--- src/rtl/seq_0_1_2_3_10_13_pkg.sv ---
// Shared definitions for the 0,1,2,3,10,13 counter stage and its downstream monitor.
// State encodings, sequence values and the expected-next-value helper live here.
package seq_0_1_2_3_10_13_pkg;

    typedef enum logic [2:0] {
        BUSCA = 3'd0,
        S0    = 3'd1,
        S1    = 3'd2,
        S2    = 3'd3,
        S3    = 3'd4,
        S10   = 3'd5,
        S13   = 3'd6
    } estado_t;

    localparam logic [3:0] V0  = 4'd0;
    localparam logic [3:0] V1  = 4'd1;
    localparam logic [3:0] V2  = 4'd2;
    localparam logic [3:0] V3  = 4'd3;
    localparam logic [3:0] V10 = 4'd10;
    localparam logic [3:0] V13 = 4'd13;

    // Value the monitor expects after having accepted the value held by 'e'.
    function automatic logic [3:0] proximo_valor(input estado_t e);
        case (e)
            S0:      return V1;
            S1:      return V2;
            S2:      return V3;
            S3:      return V10;
            S10:     return V13;
            default: return V0;
        endcase
    endfunction

    // State that records 'v' as the last accepted value; BUSCA for off-sequence values.
    function automatic estado_t estado_de_valor(input logic [3:0] v);
        case (v)
            V0:      return S0;
            V1:      return S1;
            V2:      return S2;
            V3:      return S3;
            V10:     return S10;
            V13:     return S13;
            default: return BUSCA;
        endcase
    endfunction

endpackage

--- src/rtl/contador_saturante.sv ---
// Up-counter that sticks at its all-ones value instead of wrapping.
// Synchronous active-low reset.
module contador_saturante #(
    parameter int W = 8
) (
    input  logic         clock,
    input  logic         reset,
    input  logic         inc,
    output logic [W-1:0] q
);

    always_ff @(posedge clock) begin
        if (!reset) begin
            q <= '0;
        end else if (inc && (q != {W{1'b1}})) begin
            q <= q + W'(1);
        end
    end

endmodule

--- src/rtl/verificador_sequencia_0_1_2_3_10_13.sv ---
// Monitor that locks onto the 0,1,2,3,10,13 cycle, pulses erro on out-of-order values and
// counts completed cycles. Defining CONTADOR_ERROS_EN adds the saturating n_erros counter.
module verificador_sequencia_0_1_2_3_10_13
    import seq_0_1_2_3_10_13_pkg::*;
#(
    parameter int CICLOS_W = 8
) (
    input  logic                clock,
    input  logic                reset,
    input  logic [3:0]          y_in,
    input  logic                valid,
    output logic                ok,
    output logic                erro,
    output logic [CICLOS_W-1:0] ciclos,
    output logic [2:0]          estado
`ifdef CONTADOR_ERROS_EN
    ,
    output logic [CICLOS_W-1:0] n_erros
`endif
);

    estado_t estado_q;
    estado_t estado_next;
    logic    erro_q;
    logic    erro_next;
    logic    fim_ciclo;

    always_ff @(posedge clock) begin
        if (!reset) begin
            estado_q <= BUSCA;
            erro_q   <= 1'b0;
        end else begin
            estado_q <= estado_next;
            erro_q   <= erro_next;
        end
    end

    // A mismatching 0 is treated as the start of a fresh cycle rather than a loss of lock.
    always_comb begin
        estado_next = estado_q;
        if (valid) begin
            if (estado_q == BUSCA) begin
                estado_next = (y_in == V0) ? S0 : BUSCA;
            end else if (y_in == proximo_valor(estado_q)) begin
                estado_next = estado_de_valor(y_in);
            end else begin
                estado_next = (y_in == V0) ? S0 : BUSCA;
            end
        end
    end

    always_comb begin
        erro_next = valid && (estado_q != BUSCA) && (y_in != proximo_valor(estado_q));
        fim_ciclo = valid && (estado_q == S10) && (y_in == V13);
        ok        = (estado_q != BUSCA);
        erro      = erro_q;
        estado    = estado_q;
    end

    contador_saturante #(.W(CICLOS_W)) u_ciclos (
        .clock (clock),
        .reset (reset),
        .inc   (fim_ciclo),
        .q     (ciclos)
    );

`ifdef CONTADOR_ERROS_EN
    contador_saturante #(.W(CICLOS_W)) u_n_erros (
        .clock (clock),
        .reset (reset),
        .inc   (erro_next),
        .q     (n_erros)
    );
`endif

endmodule

--- config.mk ---
export PLATFORM = sky130hd
export DESIGN_NAME = verificador_sequencia_0_1_2_3_10_13
export DESIGN_NICKNAME = d
export VERILOG_FILES = /design/src/rtl/seq_0_1_2_3_10_13_pkg.sv /design/src/rtl/contador_saturante.sv /design/src/rtl/verificador_sequencia_0_1_2_3_10_13.sv
export SDC_FILE = /design/constraint.sdc
export NUM_CORES = 1
export LEC_CHECK = 0
export ABC_AREA = 0
export CORE_MARGIN = 2
export CORE_UTILIZATION = 40
export DETAILED_ROUTE_END_ITERATION = 10
export PLACE_DENSITY = 0.7
export SYNTH_ARGS = -nofsm -noshare
export SYNTH_HDL_FRONTEND = slang
export SYNTH_SLANG_ARGS = --single-unit
export TNS_END_PERCENT = 20
--- constraint.sdc ---
create_clock -name clock -period 2 [get_ports clock]
set_clock_uncertainty 0.15 [all_clocks]
set_input_delay 0.2 -clock clock [delete_from_list [all_inputs] [get_ports clock]]
set_output_delay 0.2 -clock clock [all_outputs]
set_load 0.01 [all_outputs]
## Yosys cells after proc, flatten, opt, wreduce, memory -nomap -nowiden

Cells that the tools add are included.

| storage, ports and cells | value |
|---|---|
| output and inout port bits | 13 |
| flip-flop bits (word level) | 12 |
| word-level logic and storage cells | 32 |
| input port bits | 7 |

| cells by class | value |
|---|---|
| $add $sub $neg | 1 |
| eq/ne operators | 13 |
| reduce and logical (&&, ||, !) cells | 8 |
| muxes and demuxes | 7 |

Operator list:

| operator | number |
|---|---|
| 4-bit one-hot mux with 5 select lines | 1 |
| 3-bit one-hot mux with 6 select lines | 1 |
| 8-bit by 1-bit adder with 8-bit output, second input constant | 1 |
| 4-bit by 2-bit == test with 1-bit output, second input constant | 2 |
| 4-bit == test, second input constant | 2 |
| 4-bit two-way mux | 2 |
| 8-bit != test, second input constant | 1 |
| 3-bit by 2-bit == test with 1-bit output, second input constant | 2 |
| 3-bit == test, second input constant | 2 |
| 3-bit two-way mux | 2 |
| 1-bit logical AND | 5 |
| 4-bit by 1-bit == test with 1-bit output, second input constant | 1 |
| 4-bit == test | 1 |
| 4-bit logical NOT | 1 |
| 4-bit != test | 1 |
| 3-bit by 1-bit == test with 1-bit output, second input constant | 1 |
| 3-bit logical NOT | 1 |
| 3-bit nonzero test | 1 |
| 1-bit two-way mux | 1 |

## Longest topological paths before layout

| logic depth | value |
|---|---|
| word-level depth | 7 |
| mapped depth | 7 |
| mapped depth without buffers | 7 |

## By module

A second synthesis with hierarchy kept.

| unflattened totals | value |
|---|---|
| cells, all modules | 94 |
| area total of the unflattened synthesis | 820.8 µm² |

Modules (own cells, without submodules):

| module | cells an instance | times used | sequential area each (µm²) | area each (µm²) |
|---|---|---|---|---|
| verificador_sequencia_0_1_2_3_10_13 | 47 | 1 | 80.1 | 416.6 |
| contador_saturante | 47 | 1 | 160.2 | 404.1 |

## Worst setup path after synthesis

No wires, ideal clock.

| timing | value |
|---|---|
| path kind | flip-flop to flip-flop |
| start point | register estado_q[1], in the netlist estado[1] |
| end point | register estado_q[0], in the netlist estado[0] |
| period minus slack after synthesis | 2.158 ns |
| data required time | 1.764 ns |
| setup time | 0.086 ns |
| stages on the path, launching flop included | 8 |
| path buffers | 0 |
| arrival | 1.921 ns |
| path slack | -0.158 ns |
| path through | dfxtp_1 -> inv_1 -> ha_1 -> maj3_2 -> nor3_1 -> nor4b_4 -> and3_1 -> a221oi_2 |

| on the way | value |
|---|---|
| cells in the longest elaborated chain, start to end | 7 |
| elaborated cells on any way between the ends | 12 |
| those cells by class | eq/ne: 6; mux: 5; reduce/logical: 1 |

Ends and longest elaborated chain:

| item | RTL line | text |
|---|---|---|
| start: declaration | verificador_sequencia_0_1_2_3_10_13.sv:22 | `estado_t estado_q;` |
| start signal: assignment | verificador_sequencia_0_1_2_3_10_13.sv:33 | `estado_q <= estado_next;` |
| 3-bit == test (tied with other cells) | seq_0_1_2_3_10_13_pkg.sv:24 | `case (e)` |
| 4-bit one-hot mux with 5 select lines | seq_0_1_2_3_10_13_pkg.sv:24 |  |
| 4-bit two-way mux | verificador_sequencia_0_1_2_3_10_13.sv:42 | `if (estado_q == BUSCA) begin` |
| 4-bit two-way mux | verificador_sequencia_0_1_2_3_10_13.sv:41 | `if (valid) begin` |
| 4-bit == test | verificador_sequencia_0_1_2_3_10_13.sv:44 | `end else if (y_in == proximo_valor(estado_q)) begin` |
| 3-bit two-way mux | verificador_sequencia_0_1_2_3_10_13.sv:44 |  |
| 3-bit two-way mux * | verificador_sequencia_0_1_2_3_10_13.sv:42 |  |

Every way passes the cells marked *; elsewhere a longest branch is shown, timed or not. The select of a mux whose other input is x is not followed.
A chain may end at the register's enable or synchronous reset.

## Final worst setup path

Ends and elaborated chain as after synthesis.

==> impl_metrics.json <==
{
  "synth_area_leaders": "dfxtp_1 (31%), xnor2_1 (8.9%), nor2_1 (5.7%)",
  "critPathSlowestCell": "dfxtp_4",
  "rsz0062_at_grt": "true",
  "peakVddDrop_mv": 0.256,
  "wl_per_cell_um": 12.7,
  "cap_violations": 0,
  "hold_class": "flop to flop",
  "io_pins": 20,
  "power.leakage_nw": 0.401,
  "setup_violations": 0,
  "synth_ff_type": "dfxtp_1",
  "root_buffer": "clkbuf_4",
  "hold_viol_final": 0,
  "powerDensity_nw_per_um2": 389,
  "hold_ws_ns": 0.381,
  "status": "finished clean",
  "slew_headroom_pct": 63.2,
  "syn-num-nets": 106,
  "wirelength_mm": 1.95,
  "clkSinkCount": 12,
  "synth_top_area_cell": "dfxtp_1",
  "final_util_pct": 60.8,
  "via_per_inst": 5.14,
  "finalWeightedCongestion": 0.887,
  "area_growth_pct": 46.9,
  "crit_chain": "buf_4 > ha_2 > nor2b_1 > a311oi_2 > xor2_1 > nand3_2 > a221oi_2",
  "max_freq_mhz": 509,
  "crit_required_ns": 2.04,
  "start_kind": "flop",
  "final_common_cell": "clkdlybuf4s50_1",
  "period_share_pct": 98.2,
  "p_seq_share_pct": 52.6,
  "portBuffers": 19,
  "start_util_pct": 41.4,
  "cts_tree": "done",
  "synth_top_area_share_pct": 30.5,
  "synth_async_sr_flop_share_pct": 0,
  "synthCells": 96,
  "tightest_slew_ns": 0.549,
  "worstPathArrival_ns": 2.01,
  "firstDrtPassIters": 4,
  "grt_pass1_vias": 780,
  "grt_overflow_total": 0,
  "p_comb_share_pct": 13.0,
  "h-tree-depth": 1,
  "switching_share_pct": 23.8,
  "ant_nets": 0,
  "n_fill_cell": 185,
  "synth_edf_count": 0,
  "drcViolationCount": 0,
  "p_switching_uw": 107,
  "ys_ff_latch": 12,
  "syn_area_um2": 787,
  "cts_buffers": 3,
  "clkPwrFrac_pct": 34.4,
  "initialDrtViolationCount": 10,
  "ys_seq_area_share_pct": 30.5,
  "placementRows": 16,
  "path_clk_slew_ns": 0.07,
  "antenna_found_initial": 0,
  "finalInstanceArea_um2": 1160,
  "path_class": "flop to flop",
  "grt_max_degree": 13,
  "grt_usage_pct": 18.3,
  "stdcell_count": 153,
  "dp.cells": 147,
  "max_stage_delay_ns": 0.35,
  "drive_above_1_share_pct": 24.6,
  "place_area_um2": 1080,
  "ys.warnings.count": 0,
  "num_vias": 786,
  "synth.distinct_cells": 33,
  "clock_latency_ns": 0.27,
  "grt_pass1_wl_mm": 3.39,
  "p_int_uw": 343,
  "avgSynthCellArea_um2": 8.20,
  "fp.coreArea_um2": 1900,
  "mostFrequentLayoutCells": "clkdlybuf4s50_1 (19), nor2_1 (12), buf_4 (11)",
  "hpwl_mm": 1.50,
  "crit_path_end_kind": "flop",
  "hold_buffers": 0,
  "die_y_um": 48.4,
  "diodes": 0,
  "nets": 137,
  "max-clock-path-buffers": 2,
  "path_max_fanout": 3,
  "die-area_um2": 2340,
  "report.final.slew_viol_count": 0,
  "die_w_um": 48.4,
  "period_minus_slack_ns": 1.96
}
==> cell type report <==
| cell class | instances | area [µm²] | area share, % |
|---|---|---|---|
| clock buffer | 4 | 26.3 | 2.27 |
| inverter | 5 | 18.8 | 1.62 |
| tap | 27 | 33.8 | 2.92 |
| multi-input combinational | 75 | 557 | 48.2 |
| timing repair buffer | 30 | 273 | 23.6 |
| sequential | 12 | 248 | 21.4 |
==> cells in the mapped netlist (all sizes together), types with 2 or more instances <==
| library cell | n |
|---|---|
| dfxtp | 12 |
| nor2 | 12 |
| nand2 | 9 |
| xnor2 | 8 |
| inv | 5 |
| nand3 | 5 |
| a21oi | 4 |
| nor4 | 4 |
| o21ai | 4 |
| ha | 3 |
| nor2b | 3 |
| nor3 | 3 |
| xor2 | 3 |
| and3 | 2 |
| buf | 2 |
| clkbuf | 2 |
| nand4 | 2 |
| nor4b | 2 |
==> per-layer routing <==
| metal | track usage [%] | up-vias | wire length [µm] |
|---|---|---|---|
| met4 | 8.57 | 0 | 31 |
| li1 | - | 397 | - |
| met2 | 31.0 | 22 | 982 |
| met1 | 21.8 | 362 | 802 |
| met5 | 0 | - | 0 |
| met3 | 4.63 | 5 | 132 |
==> critical path, delay by kind of cell (launching register included) <==
kind                       cells  cell delay, ns
adders and majority gates      1            0.19
and+or+nand+nor                2            0.30
buffers and inverters          1            0.14
xor gates and xnor gates       1            0.29
AOI/OAI and AO/OA              2            0.48
DFF                            1            0.35
==> through the flow <==
stage          worst slack (ns)  setup TNS, ns  power, mW
2_1_floorplan            0.0260              0      0.274
3_3_place_gp             0.0196              0      0.300
3_5_place_dp            -0.0343        -0.0537      0.301
4_1_cts                 0.00534              0      0.456
5_1_grt                 -0.0522         -0.110      0.476
6_report                 0.0353              0      0.450
==> power groups by stage <==
| stage | clock, mW | sequential, mW | combinational (mW) |
|---|---|---|---|
| 2_1_floorplan | 0 | 0.244 | 0.0299 |
| 3_3_place_gp | 0 | 0.244 | 0.0561 |
| 3_5_place_dp | 0 | 0.244 | 0.0571 |
| 4_1_cts | 0.161 | 0.237 | 0.0587 |
| 5_1_grt | 0.174 | 0.237 | 0.0643 |
| 6_report | 0.155 | 0.237 | 0.0584 |
==> sequential cells by signal, summed over array words and instances, names as in the netlist <==
signal,flops
erro,1
estado,3
u_ciclos.q,8
==> path summary, 6_finish.rpt <==
path                                     from            end  slack, ns  depth (start not counted)
worst min register to register  u_ciclos.q[1]  u_ciclos.q[1]       0.38                          2
worst max-delay path                estado[1]      estado[0]       0.04                          7
worst min-delay path            u_ciclos.q[1]  u_ciclos.q[1]       0.38                          2
worst max register to register      estado[1]      estado[0]       0.04                          7
==> what timing repair did <==
action / 4_1_cts / 5_1_grt
buffers inserted: 2 / 0
pin swaps: 4 / 5
cloned: 0 / 0
resized for setup: 4 / 4
endpoints found under the setup margin: 3 / 7
==> cell families after synthesis <==
logic type	share of synthesized area, %
buffers and inverters	4.61
AND/OR/NAND/NOR	34.3
adder cells (fa/ha/maj)	6.20
flip-flops	30.5
XOR/XNOR	12.2
AO/OA/AOI/OAI	12.1
Power figures use the tool's default switching activity.
